--- src/rtl/unidade_controle_drone.sv ---
// Drone game control FSM: sequences datapath timer/positions/map read and latches one button press per move.
// Moore machine with registered strobes; no input-to-output combinational path, no backpressure.
module unidade_controle_drone (
   input  logic       clock,
   input  logic       reset,
   input  logic       iniciar,
   input  logic [1:0] botoes,
   input  logic       colisao,
   input  logic       fim_espera,
   input  logic       fim_mapa,
   output logic [1:0] controle,
   output logic       desloca,
   output logic       zeraPosicoes,
   output logic       contaT,
   output logic       zeraT,
   output logic       pronto,
   output logic       ganhou,
   output logic       perdeu,
   output logic [3:0] db_estado
);

   typedef enum logic [2:0] {
      INICIAL = 3'd0,
      PREPARA = 3'd1,
      ESPERA  = 3'd2,
      MOVE    = 3'd3,
      CHECA   = 3'd4,
      AVALIA  = 3'd5,
      PERDEU  = 3'd6,
      GANHOU  = 3'd7
   } estado_t;

   estado_t    estado_q, estado_d;
   logic [1:0] botoes_ant_q;
   logic [1:0] cmd_q, cmd_d;
   logic [1:0] borda;
   logic       borda_valida;

   logic       desloca_q, zera_pos_q, conta_t_q, zera_t_q;
   logic       pronto_q, ganhou_q, perdeu_q;
   logic [3:0] db_estado_q;

   // Exactly one button rising this cycle; a simultaneous double press is rejected.
   assign borda        = botoes & ~botoes_ant_q;
   assign borda_valida = (borda == 2'b01) || (borda == 2'b10);

   always_comb begin
      estado_d = estado_q;
      case (estado_q)
         INICIAL: if (iniciar) estado_d = PREPARA;
         PREPARA: estado_d = ESPERA;
         ESPERA:  if (fim_espera) estado_d = MOVE;
         MOVE:    estado_d = CHECA;
         CHECA:   estado_d = AVALIA;
         AVALIA: begin
            if (colisao)       estado_d = PERDEU;
            else if (fim_mapa) estado_d = GANHOU;
            else               estado_d = ESPERA;
         end
         PERDEU:  if (iniciar) estado_d = PREPARA;
         GANHOU:  if (iniciar) estado_d = PREPARA;
         default: estado_d = INICIAL;
      endcase
   end

   // First valid press per move wins; cleared after the datapath has consumed it.
   always_comb begin
      cmd_d = cmd_q;
      case (estado_q)
         PREPARA, CHECA: cmd_d = 2'b00;
         ESPERA: if ((cmd_q == 2'b00) && borda_valida) cmd_d = borda;
         default: cmd_d = cmd_q;
      endcase
   end

   always_ff @(posedge clock) begin
      if (!reset) begin
         estado_q     <= INICIAL;
         cmd_q        <= 2'b00;
         botoes_ant_q <= 2'b00;
         desloca_q    <= 1'b0;
         zera_pos_q   <= 1'b0;
         conta_t_q    <= 1'b0;
         zera_t_q     <= 1'b0;
         pronto_q     <= 1'b0;
         ganhou_q     <= 1'b0;
         perdeu_q     <= 1'b0;
         db_estado_q  <= 4'd0;
      end else begin
         estado_q     <= estado_d;
         cmd_q        <= cmd_d;
         botoes_ant_q <= botoes;
         db_estado_q  <= {1'b0, estado_d};
         // Strobes are decoded from the next state so they align with the state register.
         desloca_q    <= 1'b0;
         zera_pos_q   <= 1'b0;
         conta_t_q    <= 1'b0;
         zera_t_q     <= 1'b0;
         pronto_q     <= 1'b0;
         ganhou_q     <= 1'b0;
         perdeu_q     <= 1'b0;
         case (estado_d)
            PREPARA: begin
               zera_pos_q <= 1'b1;
               zera_t_q   <= 1'b1;
            end
            ESPERA:  conta_t_q <= 1'b1;
            MOVE:    desloca_q <= 1'b1;
            AVALIA:  zera_t_q  <= 1'b1;
            PERDEU: begin
               pronto_q <= 1'b1;
               perdeu_q <= 1'b1;
            end
            GANHOU: begin
               pronto_q <= 1'b1;
               ganhou_q <= 1'b1;
            end
            default: ;
         endcase
      end
   end

   assign controle     = cmd_q;
   assign desloca      = desloca_q;
   assign zeraPosicoes = zera_pos_q;
   assign contaT       = conta_t_q;
   assign zeraT        = zera_t_q;
   assign pronto       = pronto_q;
   assign ganhou       = ganhou_q;
   assign perdeu       = perdeu_q;
   assign db_estado    = db_estado_q;

endmodule

--- config.mk ---
export PLATFORM = sky130hd
export DESIGN_NAME = unidade_controle_drone
export DESIGN_NICKNAME = d
export VERILOG_FILES = /design/src/rtl/unidade_controle_drone.sv
export SDC_FILE = /design/constraint.sdc
export NUM_CORES = 1
export LEC_CHECK = 0
export ABC_AREA = 1
export CORE_MARGIN = 5
export CORE_UTILIZATION = 46
export CTS_BUF_LIST = sky130_fd_sc_hd__clkbuf_8
export CTS_CLUSTER_DIAMETER = 100
export CTS_CLUSTER_SIZE = 10
export DETAILED_ROUTE_END_ITERATION = 10
export DONT_BUFFER_PORTS = 1
export GPL_TIMING_DRIVEN = 0
export PLACE_DENSITY = 0.72
export REMOVE_ABC_BUFFERS = 1
export SYNTH_ARGS = -nofsm -noshare
export SYNTH_HDL_FRONTEND = slang
export SYNTH_SLANG_ARGS = --single-unit
--- constraint.sdc ---
create_clock -name clock -period 1 [get_ports clock]
set_input_delay 0.2 -clock clock [delete_from_list [all_inputs] [get_ports clock]]
set_output_delay 0.2 -clock clock [all_outputs]
set_load 0.005 [all_outputs]
Word level (Yosys, flattened, before mapping)
Index checks and enable logic that the tools add are counted.
{"block": "totals", "reg_bits": 15, "input_bits": 8, "output_inout_bits": 13, "wordCells": 53}
{"block": "classes", "n_eq_ne": 16, "muxes": 14, "n_reduce_logical": 10, "n_bitwise": 2}
{"op": "3-bit equality test (second input constant)", "n": 7}
{"op": "3-bit case mux with 6 select lines", "n": 1}
{"op": "3-bit by 2-bit equality test with 1-bit output (second input constant)", "n": 4}
{"op": "3-bit 2-to-1 mux", "n": 4}
{"op": "1-bit 2-to-1 mux", "n": 7}
{"op": "3-bit by 1-bit equality test with 1-bit output (second input constant)", "n": 2}
{"op": "2-bit OR reduction", "n": 3}
{"op": "2-bit case mux with 2 select lines", "n": 1}
{"op": "3-bit logical NOT", "n": 1}
{"op": "3-bit OR reduction", "n": 1}
{"op": "2-bit bitwise AND", "n": 1}
{"op": "2-bit by 1-bit equality test with 1-bit output (second input constant)", "n": 1}
{"op": "2-bit equality test (second input constant)", "n": 1}
{"op": "2-bit logical NOT", "n": 1}
{"op": "2-bit 2-to-1 mux", "n": 1}
{"op": "2-bit != test (second input constant)", "n": 1}
{"op": "2-bit inverter", "n": 1}
{"op": "2-bit AND reduction", "n": 1}
{"op": "2-bit nonzero test", "n": 1}
{"op": "1-bit logical AND", "n": 1}
{"op": "1-bit logical OR", "n": 1}

Logic depth before layout (Yosys ltp)
Gate-level depths: netlist (run 1).
{"block": "logic_depth", "ltp_word": 7, "ltp_mapped": 7, "mapped_depth_nobuf": 7}

Worst setup path before layout (run 1)
OpenSTA, ideal clock, no wires.
{"block": "synth_timing", "path_kind": "register -> register", "startpoint": "register db_estado[0] (netlist name)", "endpoint": "register ganhou_q (netlist: ganhou)", "path_buffers": 0, "setup_time_ns": 0.115, "arrival_ns": 0.961, "path_slack_ns": -0.076, "period_less_slack_ns": 1.076, "stages_incl_launch_ff": 7, "required_time_ns": 0.885, "path_cell_list": "dfxtp_1 inv_2 nor2_4 a21oi_1 nand2_1 nand3_2 and2_1"}
{"element": "end signal: assignment", "line": "86", "text": "ganhou_q <= 1'b0;"}
{"element": "end signal: assignment", "line": "100", "text": "ganhou_q <= 1'b0;"}
{"element": "end signal: assignment", "line": "116", "text": "ganhou_q <= 1'b1;"}
{"element": "end: declaration", "line": "40", "text": "logic pronto_q, ganhou_q, perdeu_q;"}

==> metrics.txt, run 1 <==
crit path max fanout=7; Worst setup SP type=flop; grt total ovfl=0; Final Cycle Share=1.08; clk sinks=14; required time of the critical path=1.14 ns; GRT met2 Usage=0.247; fillcell total=109; row cnt=13; CP max stage cell=dfxtp_4; Worst R2R End=ganhou$_SDFF_PN0_; Final nets=96; HP Class=in2reg; fraction of layout cells with a size suffix above 1=0.402; sequential area share after synthesis=0.441; gr usage total=0.141; crit path cell chain=inv_8 -> nor2_4 -> a21oi_2 -> nand2_2 -> nand3_4 -> and2_4; full die area=2230 um2; most frequent cells in the layout=inv_1, nand2_1, dfxtp_1, nor2_1, nand3_2; synthesized cell area=636 um2; Largest stage delay, worst path=0.40 ns; root buf cell=clkbuf_8; RSZ-0062 raised after global routing=true; P per Cell Area=2920 nW/um2; final setup fails=8; GR peak layer=met2; Clk Latency, worst-skew pair=0.24 ns; met3 GRT Util=0.0536; CTS clk-pin slew, worst paths=0.06 ns; crit path DAT=1.22 ns; Crit Path Category=reg2reg; hpwl dp=856 um; width of the die=47.2 um; Synth Register Bits=14; vias in the first global route=508; Starting Density=0.488; routed vias=526; FF-to-FF path depth=6; setup tns final=-0.414 ns; core region area=1300 um2; die extent in y=47.2 um; initial antenna violation count=0; dpl cell area=639 um2; largest net degree at the start of global routing=9; Final Hold Violating Endpoints=0; # DRC=0; Netlist cell types=19; P_leak=0.000365 uW; Setup crit start=db_estado[0]$_SDFF_PN0_; GR Layer Usage met1=0.142; FF-to-FF Start=db_estado[0]$_SDFF_PN0_; global-route wire length before repair=2100 um; worst vdd ir=0.00180 V; minimum clock period=1.08 ns; pre-CTS setup slack=-0.301 ns; total CTS buffers=3; reg2reg setup slack=-0.08 ns; Ys Warns=0; Mean Syn Cell Area=7.66 um2; Final Skew=0.00214 ns; final WL=1350 um; 1st-iter DRT viols=8; Routed Antenna Nets=0; RD Place Congestion=0.852; DR vias/cell=5.16; DRT Pass-1 Iters=3; Mapped Cells=83; status=finished with violations; Max-Cap Viols=0; violated checks=setup timing; PnR worst setup slack=-0.0822 ns; Layout area overhead=28.5%; Port Buffers=0; CP endpoint kind=flop; wire per inst=13.2 um; FMAX=0.924 GHz; post-route cell area=817 um2; n_diodes=0; Slew Viols, Final=0; CTS max path bufs=2; number of H-tree levels=1; Critical Path Sink=ganhou$_SDFF_PN0_; CTS tree=built; Top Ports=21
logic make-up (layout without fill, tap and decap cells):
family / count (synthesis) / count (layout) / share of synthesized area
other cells: 1 / 1 / 0.00590
simple gates: 41 / 41 / 0.317
compound gates: 7 / 7 / 0.0984
flops: 14 / 14 / 0.441
xor+xnor: 1 / 1 / 0.0138
buf+inv: 19 / 23 / 0.124
final cells by class:
type	instances	area, um2	area share
clock buffer	4	55.1	0.0674
inverter	17	76.3	0.0934
multi-input combinational	50	353	0.432
sequential	14	292	0.357
tap	15	18.8	0.0230
timing repair buffer	2	22.5	0.0276
worst min-delay path by stage:
stage	start	to	slack, ns	cells after the start
after floorplan	botoes[0]	botoes_ant_q[0]$_SDFF_PN0_	0.29	2
after global placement	botoes[0]	botoes_ant_q[0]$_SDFF_PN0_	0.30	2
after detailed placement	botoes[1]	botoes_ant_q[1]$_SDFF_PN0_	0.30	2
after CTS	botoes[1]	botoes_ant_q[1]$_SDFF_PN0_	0.05	2
after global routing	botoes[1]	botoes_ant_q[1]$_SDFF_PN0_	0.06	2
final	botoes[1]	botoes_ant_q[1]$_SDFF_PN0_	0.05	2
what timing repair did:
item	4_1_cts	5_1_grt
buffers inserted	1	1
pin swaps	10	7
endpoints found under the setup margin	12	9
resized for setup	19	13
hold buffers	0	0
Yosys cell counts, drive strengths merged:
cell type	count	area, um2
a21oi	5	36.3
and2	1	6.26
buf	2	15.0
conb	1	3.75
dfxtp	14	280
inv	17	63.8
nand2	16	60.1
nand3	11	60.1
nand4	1	6.26
nor2	10	52.6
nor3	1	10.0
o211ai	1	21.3
o21ai	1	5.00
or2	1	6.26
xnor2	1	8.76
critical path: cells and delay by family, from the launching register on:
family | cells | cell delay, ns
AOI/OAI and AO/OA | 1 | 0.05
DFF | 1 | 0.40
and+or+nand+nor | 4 | 0.47
buffers and inverters | 1 | 0.06
per-layer routing:
layer  part of all wire  wire length, um  vias up
met1               0.38              516      243
met2               0.51              685       15
met3              0.085              115        5
met4              0.024               33        0
met5                  0                0        -
li1                   -                -      263
registers in the layout, indices dropped and copies added, names as in the netlist:
signal and cells:
ganhou 1, zeraPosicoes 1, perdeu 1, desloca 1, zeraT 1, botoes_ant_q 2
contaT 1, controle 2, db_estado 3, pronto 1
power breakdown:
group	switching [uW]	total (uW)	internal (uW)	leakage (uW)
registers	186	889	703	0.000116
clock network	190	538	348	0.0000288
logic	593	956	363	0.000220
metrics by stage:
step,total power [uW],util,hold slack [ns],cells
6_report,2380,0.628,0.0488,102
2_1_floorplan,1330,-,0.293,81
5_1_grt,2520,0.628,0.0622,102
3_3_place_gp,1440,0.491,0.296,96
3_5_place_dp,1460,0.491,0.298,96
4_1_cts,2240,0.587,0.0458,101
Note: power is estimated with default switching activity, not from simulation.
==> run 2, diff against run 1 <==
CORE_MARGIN = not set   (was 5)
PLACE_DENSITY = 0.7   (was 0.72)
clock period = 1.13 ns   (was 1 ns; I/O delays follow)
==> run 2 against run 1 <==
Compared with the run above: the run now ends clean; routed wire length down 22%; final cell count down 2.0%; sequential power down 15%; combinational power down 31%; via count down 6.7%; critical path depth unchanged; utilization down 4.9 points; worst setup slack better by 0.12 ns; global-route usage up 2.3 points; hold slack better by 0.032 ns; count of clock-buffer cells in the layout unchanged; maximum frequency down 0.46%.
==> metrics.txt, run 2 (synthesis gave the netlist of run 1 again) <==
fraction of layout cells with a size suffix above 1=0.271 (-0.132); n_diodes=0 (unchanged); Layout area overhead=17.1%; HP Class=in2reg; vias in the first global route=422 (-17%); commonest non-fill, non-tap cell in the layout=nand2_1; final setup fails=0 (-8); Slew Viols, Final=0 (unchanged); width of the die=39.2 um (-17%); 1st-iter DRT viols=7 (-1); initial antenna violation count=0 (unchanged); root buf cell=clkbuf_8; FMAX=0.920 GHz (-0.46%); cts hold-fix bufs=0 (unchanged); Post-CTS Setup Inserts=0 (-1); Fin Hold WS=0.0810 ns (+0.0322 ns); CTS max path bufs=2 (unchanged); Final nets=94 (-2.1%); PnR worst setup slack=0.0428 ns (+0.125 ns); P_leak=0.000344 uW (-5.7%); reg2reg setup slack=0.04 ns (+0.12 ns); CTS tree=built; total power=1900 uW (-20%); status=complete, no violations; CTS clk-pin slew, worst paths=0.06 ns (about the same); row cnt=13 (unchanged); hpwl dp=768 um (-10%); most frequent cells in the layout=nand2_1, inv_1, dfxtp_1, nand3_1, nor2_1; Final Hold Violating Endpoints=0 (unchanged); RSZ-0062 raised after global routing=true; die extent in y=39.2 um (-17%); routed vias=491 (-6.7%); Starting Density=0.495 (+0.00618); crit path max fanout=7 (unchanged); DRT Pass-1 Iters=4 (+1); number of H-tree levels=1 (unchanged); Clk Latency, worst-skew pair=0.24 ns (about the same); gr usage total=0.164 (+0.0229); crit path DAT=1.23 ns (about the same); Routed Antenna Nets=0 (unchanged); RD Place Congestion=0.763 (-11%); max reg flops=3 (unchanged); Final Cycle Share=0.962 (-0.120); # DRC=0 (unchanged); Crit Path Category=reg2reg; Worst setup SP type=flop; minimum clock period=1.09 ns (+0.00504 ns); required time of the critical path=1.27 ns (+0.13 ns); final WL=1050 um (-22%); Max-Cap Viols=0 (unchanged); CP endpoint kind=flop; largest net degree at the start of global routing=9 (unchanged); grt total ovfl=0 (unchanged); Final Skew=0.00263 ns (+0.000489 ns); total CTS buffers=3 (unchanged); core region area=1280 um2 (-1.3%); DR vias/cell=4.91 (-4.8%); P per Cell Area=2550 nW/um2 (-13%); wire per inst=10.5 um (-21%); Top Ports=21 (unchanged); Post-Route Utilization=0.579 (-0.0485); global-route wire length before repair=1630 um (-23%); Port Buffers=0 (unchanged); full die area=1530 um2 (-31%); worst vdd ir=0.00110 V (-39%); clk sinks=14 (unchanged); pre-CTS setup slack=-0.144 ns (+0.157 ns)
==> run 2: power by group <==
part           switching (uW)  internal (uW)
clock                     171            308
sequential                136            621
combinational             420            242
==> run 2: final timing paths <==
kind	startpoint	end	depth (start not counted)
hold reg to reg	controle[1]$_SDFFE_PN0P_	controle[1]$_SDFFE_PN0P_	2
setup reg to reg	db_estado[0]$_SDFF_PN0_	ganhou$_SDFF_PN0_	6
hold / removal	botoes[0]	botoes_ant_q[0]$_SDFF_PN0_	2
setup / recovery	db_estado[0]$_SDFF_PN0_	ganhou$_SDFF_PN0_	6
==> run 2: layer usage <==
layer / share of wire / track usage / vias to the layer above
li1: - / - / 255
met5: 0 / 0 / -
met4: 0.016 / 0.103 / 0
met3: 0.041 / 0.0520 / 2
met2: 0.48 / 0.250 / 13
met1: 0.46 / 0.196 / 221
==> run 2: through the flow <==
| stage | instance area (um2) | TNS (ns) | std cells |
|---|---|---|---|
| 2_1_floorplan | 621 | 0 | 81 |
| 3_3_place_gp | 639 | -0.600 | 96 |
| 3_5_place_dp | 639 | -0.816 | 96 |
| 4_1_cts | 698 | 0 | 100 |
| 5_1_grt | 744 | -0.0203 | 100 |
| 6_report | 744 | 0 | 100 |
==> run 2: repair_timing <==
item                                    CTS  global route
endpoints found under the setup margin    9             6
pin swaps                                 0             1
resized for setup                         3            13
==> run 2: layout make-up <==
| class | count | area, um2 |
|---|---|---|
| fillers | 119 | 541 |
| multi-input cells | 50 | 310 |
| clock buffers | 4 | 55.1 |
| inverters | 17 | 68.8 |
| well taps | 15 | 18.8 |
| flip-flops and latches | 14 | 292 |
==> run 2: critical path: stages, from the launching register on <==
cell	delay, ns
dfxtp_4	0.38
inv_4	0.06
nor2_4	0.10
a21oi_1	0.05
nand2_1	0.10
nand3_4	0.11
and2_4	0.17
